File: src/rtl/rv32i_types.sv
// Shared RV32I encodings and the load/store controller state type.
// Used by lsu_ctrl (optional feature macro: LSU_MISALIGN_TRAP_EN).
package rv32i_types;

   typedef enum logic [6:0] {
      op_lui   = 7'b0110111,
      op_auipc = 7'b0010111,
      op_jal   = 7'b1101111,
      op_jalr  = 7'b1100111,
      op_br    = 7'b1100011,
      op_load  = 7'b0000011,
      op_store = 7'b0100011,
      op_imm   = 7'b0010011,
      op_reg   = 7'b0110011,
      op_csr   = 7'b1110011
   } rv32i_opcode;

   typedef enum logic [2:0] {
      lb  = 3'b000,
      lh  = 3'b001,
      lw  = 3'b010,
      lbu = 3'b100,
      lhu = 3'b101
   } load_funct3_t;

   typedef enum logic [2:0] {
      sb = 3'b000,
      sh = 3'b001,
      sw = 3'b010
   } store_funct3_t;

   typedef enum logic [1:0] {
      IDLE = 2'd0,
      BUSY = 2'd1,
      RESP = 2'd2
   } lsu_state_t;

endpackage

File: src/rtl/lsu_ctrl_load_format.sv
// Load data formatting: picks the addressed byte/halfword out of the raw
// memory word and sign- or zero-extends it according to funct3.
module lsu_load_format
   import rv32i_types::*;
(
   input  logic [2:0]  funct3,
   input  logic [1:0]  addr_lo,
   input  logic [31:0] mem_rdata,
   output logic [31:0] rdata
);

   logic [7:0]  byte_sel;
   logic [15:0] half_sel;

   always_comb begin
      byte_sel = mem_rdata[7:0];
      case (addr_lo)
         2'd1:    byte_sel = mem_rdata[15:8];
         2'd2:    byte_sel = mem_rdata[23:16];
         2'd3:    byte_sel = mem_rdata[31:24];
         default: byte_sel = mem_rdata[7:0];
      endcase

      // Halfword lane comes from addr[1] alone; odd halfword addresses
      // never reach here when misalignment trapping is enabled.
      half_sel = addr_lo[1] ? mem_rdata[31:16] : mem_rdata[15:0];

      rdata = '0;
      case (funct3)
         lb:      rdata = {{24{byte_sel[7]}}, byte_sel};
         lbu:     rdata = {24'b0, byte_sel};
         lh:      rdata = {{16{half_sel[15]}}, half_sel};
         lhu:     rdata = {16'b0, half_sel};
         lw:      rdata = mem_rdata;
         default: rdata = '0;
      endcase
   end

endmodule

File: src/rtl/lsu_ctrl.sv
// Load/store controller between the MEM stage and the data-memory port.
// Define LSU_MISALIGN_TRAP_EN to trap misaligned halfword/word accesses.
module lsu_ctrl
   import rv32i_types::*;
#(
   parameter int ADDR_W = 32,
   parameter int DATA_W = 32
)
(
   input  logic              clk,
   input  logic              rst,
   input  logic              req_valid,
   output logic              req_ready,
   input  logic [6:0]        req_opcode,
   input  logic [2:0]        req_funct3,
   input  logic [ADDR_W-1:0] req_addr,
   input  logic [DATA_W-1:0] req_wdata,
   output logic              resp_valid,
   output logic [DATA_W-1:0] resp_rdata,
   output logic              resp_trap,
   output logic              mem_read,
   output logic              mem_write,
   output logic [ADDR_W-1:0] mem_address,
   output logic [DATA_W-1:0] mem_wdata,
   output logic [3:0]        mem_byte_enable,
   input  logic              mem_resp,
   input  logic [DATA_W-1:0] mem_rdata
);

   lsu_state_t  state, state_next;

   logic        accept;
   logic        is_load;
   logic        is_store;
   logic        misaligned;
   logic [3:0]  req_mask;
   logic [31:0] req_wdata_shifted;

   logic [2:0]  funct3_q;
   logic [1:0]  addr_lo_q;
   logic        is_load_q;
   logic [31:0] load_data;

   assign accept     = req_valid && req_ready;
   assign is_load    = (req_opcode == op_load);
   assign is_store   = (req_opcode == op_store);
   assign req_ready  = (state == IDLE);
   assign resp_valid = (state == RESP);

   always_comb begin
      req_mask          = 4'b0000;
      req_wdata_shifted = req_wdata;
      if (is_load) begin
         case (req_funct3)
            lb, lbu: req_mask = 4'b0001 << req_addr[1:0];
            lh, lhu: req_mask = req_addr[1] ? 4'b1100 : 4'b0011;
            lw:      req_mask = 4'b1111;
            default: req_mask = 4'b0000;
         endcase
      end else if (is_store) begin
         case (req_funct3)
            sb: begin
               req_mask          = 4'b0001 << req_addr[1:0];
               req_wdata_shifted = {24'b0, req_wdata[7:0]} << {req_addr[1:0], 3'b000};
            end
            sh: begin
               req_mask          = req_addr[1] ? 4'b1100 : 4'b0011;
               req_wdata_shifted = req_addr[1] ? {req_wdata[15:0], 16'b0}
                                               : {16'b0, req_wdata[15:0]};
            end
            sw:      req_mask = 4'b1111;
            default: req_mask = 4'b0000;
         endcase
      end
   end

`ifdef LSU_MISALIGN_TRAP_EN
   always_comb begin
      misaligned = 1'b0;
      if (is_load) begin
         case (req_funct3)
            lh, lhu: misaligned = req_addr[0];
            lw:      misaligned = (req_addr[1:0] != 2'b00);
            default: misaligned = 1'b0;
         endcase
      end else if (is_store) begin
         case (req_funct3)
            sh:      misaligned = req_addr[0];
            sw:      misaligned = (req_addr[1:0] != 2'b00);
            default: misaligned = 1'b0;
         endcase
      end
   end

   always_ff @(posedge clk) begin
      if (rst) begin
         resp_trap <= 1'b0;
      end else if (state == IDLE && accept) begin
         resp_trap <= misaligned;
      end
   end
`else
   assign misaligned = 1'b0;
   assign resp_trap  = 1'b0;
`endif

   always_ff @(posedge clk) begin
      if (rst) begin
         state <= IDLE;
      end else begin
         state <= state_next;
      end
   end

   always_comb begin
      state_next = state;
      case (state)
         IDLE: begin
            if (accept) begin
               state_next = ((is_load || is_store) && !misaligned) ? BUSY : RESP;
            end
         end
         BUSY:    if (mem_resp) state_next = RESP;
         RESP:    state_next = IDLE;
         default: state_next = IDLE;
      endcase
   end

   // Memory-side outputs are registered so they stay stable for the
   // whole BUSY phase regardless of what the pipeline does meanwhile.
   always_ff @(posedge clk) begin
      if (rst) begin
         mem_read        <= 1'b0;
         mem_write       <= 1'b0;
         mem_address     <= '0;
         mem_wdata       <= '0;
         mem_byte_enable <= 4'b0000;
         resp_rdata      <= '0;
         funct3_q        <= 3'b000;
         addr_lo_q       <= 2'b00;
         is_load_q       <= 1'b0;
      end else begin
         case (state)
            IDLE: begin
               if (accept) begin
                  resp_rdata <= '0;
                  if ((is_load || is_store) && !misaligned) begin
                     mem_read        <= is_load;
                     mem_write       <= is_store;
                     mem_address     <= {req_addr[ADDR_W-1:2], 2'b00};
                     mem_wdata       <= req_wdata_shifted;
                     mem_byte_enable <= req_mask;
                     funct3_q        <= req_funct3;
                     addr_lo_q       <= req_addr[1:0];
                     is_load_q       <= is_load;
                  end
               end
            end
            BUSY: begin
               if (mem_resp) begin
                  mem_read   <= 1'b0;
                  mem_write  <= 1'b0;
                  resp_rdata <= is_load_q ? load_data : '0;
               end
            end
            default: begin
            end
         endcase
      end
   end

   lsu_load_format u_load_format (
      .funct3    (funct3_q),
      .addr_lo   (addr_lo_q),
      .mem_rdata (mem_rdata),
      .rdata     (load_data)
   );

endmodule

File: config.mk
export PLATFORM = sky130hd
export DESIGN_NAME = lsu_ctrl
export DESIGN_NICKNAME = d
export VERILOG_FILES = /design/src/rtl/rv32i_types.sv /design/src/rtl/lsu_ctrl_load_format.sv /design/src/rtl/lsu_ctrl.sv
export SDC_FILE = /design/constraint.sdc
export NUM_CORES = 1
export LEC_CHECK = 0
export CAP_MARGIN = 15
export CORE_UTILIZATION = 25
export CTS_BUF_LIST = sky130_fd_sc_hd__clkbuf_8
export CTS_CLUSTER_SIZE = 12
export DETAILED_ROUTE_END_ITERATION = 16
export PLACE_DENSITY = 0.52
export SYNTH_ARGS = -nofsm -noshare
export SYNTH_HDL_FRONTEND = slang
export SYNTH_SLANG_ARGS = --single-unit
File: constraint.sdc
create_clock -name clk -period 2.2 [get_ports clk]
set_clock_uncertainty 0.1 [all_clocks]
set_input_delay 0.22 -clock clk [delete_from_list [all_inputs] [get_ports clk]]
set_output_delay 0.22 -clock clk [all_outputs]
set_load 0.01 [all_outputs]
==> results.md <==
- The post-cts gate resize count is 0.
- Synthesis produced a netlist whose cell count is 541.
- The initial standard-cell utilization of the core is approximately a quarter.
- Summing all multi-input logic gate instances after layout gives 2420 um2.
- The max-slew violation total from the final report is 0.
- The post-synthesis cell type count is 54.
- The smallest clock period supported by the final layout is computed as 1.95 ns.
- TritonCTS built the clock tree.
- The most critical setup path has its startpoint at state[0]$_SDFFE_PP0P_.
- The setup path with the least slack is of type flip-flop to output port.
- The relative slew slack is between 40% and 50%.
- In this run the remaining antenna-violating nets after routing total 0.
- The average wire per cell in the routed design is approximately 17 um.
- The post-layout instance area is approximately 7500 um2.
- The pin count of the biggest net entering global routing is between 50 and 60.
- The tree built by TritonCTS fans out to around 110 sinks.
- The core utilization of the finished layout is around two fifths.
- The total overflow reported by the global router is 0.
- For this run, the detailed router's first-pass iteration total came to 4.
- The data required time at the worst endpoint is between 1.5 and 2 ns.
- Dividing total power by cell area gives a power density of around 490 nW/um2.
- The count of pins on the block boundary is ~220.
- The tightest min-delay check is of the input port to flip-flop type.
- The type of origin of the critical path is a flip-flop.
- In the finished design, the share of the clock period the worst path needs comes to around nine tenths.
- The number of filler cells placed in the layout is ~1900.
- After synthesis, flip-flops and latches occupy approximately 45% of the total area.
- The area used by sequential logic in the layout is roughly 2200 um2.
- The library cell used most frequently in the layout, excluding fill and tap cells, is sky130_fd_sc_hd__clkdlybuf4s50_1.
- The run finished with clean final reports.
- The worst register-to-register path begins at state[0]$_SDFFE_PP0P_.
- The number of enable-type register cells in the synthesized netlist is 0.
- After clock tree synthesis, the setup repair step added 0 buffers.
- Data on the critical path arrives at its endpoint at roughly 1.6 ns.
- The share of flip-flops with an asynchronous set or reset after synthesis is 0%.
- Power comes to between 3 and 4 mW.
- The number of buffers added on ports is 211.
- Static timing analysis puts the maximum clock frequency at ~510 MHz.
- The first global-routing pass estimated approximately 27000 um of wire.
- The flop and latch count out of synthesis is approximately 110.
- The actual slew at the worst max-slew pin is about 0.81 ns.
- For this run, the total global-route usage over all layers was measured as between 15 and 20%.
- The post-synthesis instance area is 4840 um2.
- Leaving out fill and tap cells, the most frequent cells in the layout are sky130_fd_sc_hd__clkdlybuf4s50_1, sky130_fd_sc_hd__dfxtp_1, sky130_fd_sc_hd__nand2_1.
- The final hold violation count is 0.
- The proportion of layout cells with a drive suffix above 1 is 7.68%.
- The layout overhead on the synthesized area is 54.4%.
- Detailed routing inserted a total of 4872 vias.
- Traced cell by cell, the critical path runs through buf_4 -> nor2_1 -> clkdlybuf4s50_1.
- During synthesis, Yosys emitted a total of 0 warnings.
- Setup repair after global routing left no endpoint under its margin.
- The net count of the finished layout is between 800 and 900.
- The number of setup violations in the final report is 0.
- At the later pin of the worst-skew pair, clock insertion delay measures 0.38 ns.
- The clock tree synthesis step divided the H-tree into 3 levels.
- The cell at the root of the clock tree is sky130_fd_sc_hd__clkbuf_8.
- Of all nets on the critical path, the largest fanout is 6.
- The flip-flop cell with the highest count after synthesis is sky130_fd_sc_hd__dfxtp_1.
- The congestion estimate from routability-driven global placement came to roughly 0.82.
- The leakage power is 2.47 nW.
- The number of cells on the worst reg-to-reg path is 5.
- The maximum VDD drop is roughly 280 uV.
- The width of the die is approximately 140 um.
- In the routed design, unresolved DRC markers number 0.
- The clock-pin slew on the worst setup and hold paths is roughly 0.1 ns.
- The initial antenna violation count came to 2.
- Across the run, the number of max-cap violations was 0.
- In this run, the number of DRC markers left after iteration 0 of detailed routing was ~240.
- The HPWL after detailed placement is between 10000 and 15000 um.
- The worst-case clock buffer depth is 2.
- The die is roughly 140 um tall.
- The largest incremental delay on the critical path is 0.58 ns.
- Hold repair after CTS inserted 0 buffers.
- For flop-to-flop paths, the worst setup slack is 0.29 ns.
- In this run the worst setup path terminates at req_ready.
- The endpoint of the worst register-to-register path is resp_rdata[21]$_SDFFE_PP0P_.
- In this run, CTS created clock tree buffers numbering 9.
- The die covers between 15000 and 20000 um2.
- The via count of the first global-routing pass is around 4800.
- On the critical path, the stage with the largest delay is an instance of sky130_fd_sc_hd__clkdlybuf4s50_1.
- Summed over all layers, the routed wires come to between 15000 and 20000 um.
- In this run the standard cell core region covers around 19000 um2.
- The final hold slack is ~0.12 ns.
- The number of rows created at floorplan is 50.
- Using the TritonRoute via totals, the vias-per-cell ratio works out to between 4 and 5.
- The mean post-synth cell area is 8.95 um2.
- The placed standard-cell area is around 7300 um2.
- The sort of element at the end of the critical path is an output port.
kinds of logic (layout without fill, tap and decap cells):
| family | count (synthesis) | after routing | synth area share (%) |
|---|---|---|---|
| flip-flops | 108 | 108 | 44.7 |
| multiplexers | 13 | 13 | 2.89 |
| buffers and inverters | 61 | 260 | 5.58 |
| other | 1 | 4 | 0.0774 |
| AO/OA/AOI/OAI | 201 | 201 | 30.1 |
| AND/OR/NAND/NOR | 157 | 157 | 16.7 |
through the flow:
step	std cells	TNS [ns]	setup WS, ns
after floorplan	543	0	0.501
after global placement	985	0	0.0532
after detailed placement	985	-0.114	-0.0396
after CTS	1001	0	0.197
after global routing	1002	0	0.118
final	1003	0	0.248
worst max-delay path, delay by kind of cell, from the launching register on:
family,cells,cell delay (ns)
simple gates,1,0.14
flops,1,0.36
buf+inv,2,0.75
power breakdown:
group	total, mW	internal, mW	leakage [nW]	switching, mW
logic	0.461	0.264	1.50	0.197
clock network	1.26	0.534	0.104	0.723
registers	1.97	1.96	0.870	0.00607
worst min path at each step:
stage / from / end / slack [ns] / depth (start not counted)
floorplan: req_opcode[5] / is_load_q$_SDFFE_PP0P_ / 0.22 / 1
global placement: mem_address[7]$_SDFFE_PP0P_ / mem_address[7]$_SDFFE_PP0P_ / 0.34 / 2
detailed placement: mem_byte_enable[3]$_SDFFE_PP0P_ / mem_byte_enable[3]$_SDFFE_PP0P_ / 0.35 / 2
CTS: rst / mem_write$_SDFFE_PP0P_ / 0.09 / 2
global route: rst / mem_write$_SDFFE_PP0P_ / 0.11 / 2
finish: rst / mem_write$_SDFFE_PP0P_ / 0.12 / 2
state kept, by name (all words and copies together), names as in the netlist:
signal / flops
addr_lo_q: 2
funct3_q: 3
mem_write: 1
resp_rdata: 32
mem_address: 30
is_load_q: 1
mem_read: 1
state: 2
mem_byte_enable: 4
mem_wdata: 32
final cells by class:
class | count | area share (%)
tap | 260 | 4.35
timing repair buffer | 234 | 31.2
clock buffer | 9 | 1.66
clock inverter | 7 | 0.954
multi-input combinational | 374 | 32.4
antenna | 1 | 0.0335
sequential | 108 | 28.9
inverter | 10 | 0.502
cell usage after synthesis, types with 8 or more instances:
master	count	share of area, %
sky130_fd_sc_hd__a211oi_1	26	4.0
sky130_fd_sc_hd__a21oi_1	58	6.0
sky130_fd_sc_hd__a221oi_1	16	2.9
sky130_fd_sc_hd__a22oi_1	16	2.5
sky130_fd_sc_hd__a2bb2oi_1	8	1.4
sky130_fd_sc_hd__a31o_1	8	1.4
sky130_fd_sc_hd__buf_2	12	1.2
sky130_fd_sc_hd__clkbuf_1	28	2.2
sky130_fd_sc_hd__dfxtp_1	108	45
sky130_fd_sc_hd__inv_1	10	0.78
sky130_fd_sc_hd__nand2_1	81	6.3
sky130_fd_sc_hd__nand2b_1	18	2.3
sky130_fd_sc_hd__nor2_1	17	1.3
sky130_fd_sc_hd__nor3b_1	10	1.6
sky130_fd_sc_hd__o21ai_1	10	1.0
sky130_fd_sc_hd__o2bb2ai_1	31	5.6
per-layer routing:
metal / GRT usage [%] / vias to the layer above / wire length (um)
met4: 5.38 / 2 / 290
met2: 29.5 / 185 / 8420
met1: 20.7 / 2281 / 7320
met5: 0 / - / 13
li1: - / 2388 / -
met3: 5.64 / 16 / 1210
(Power assumes the default switching activity.)
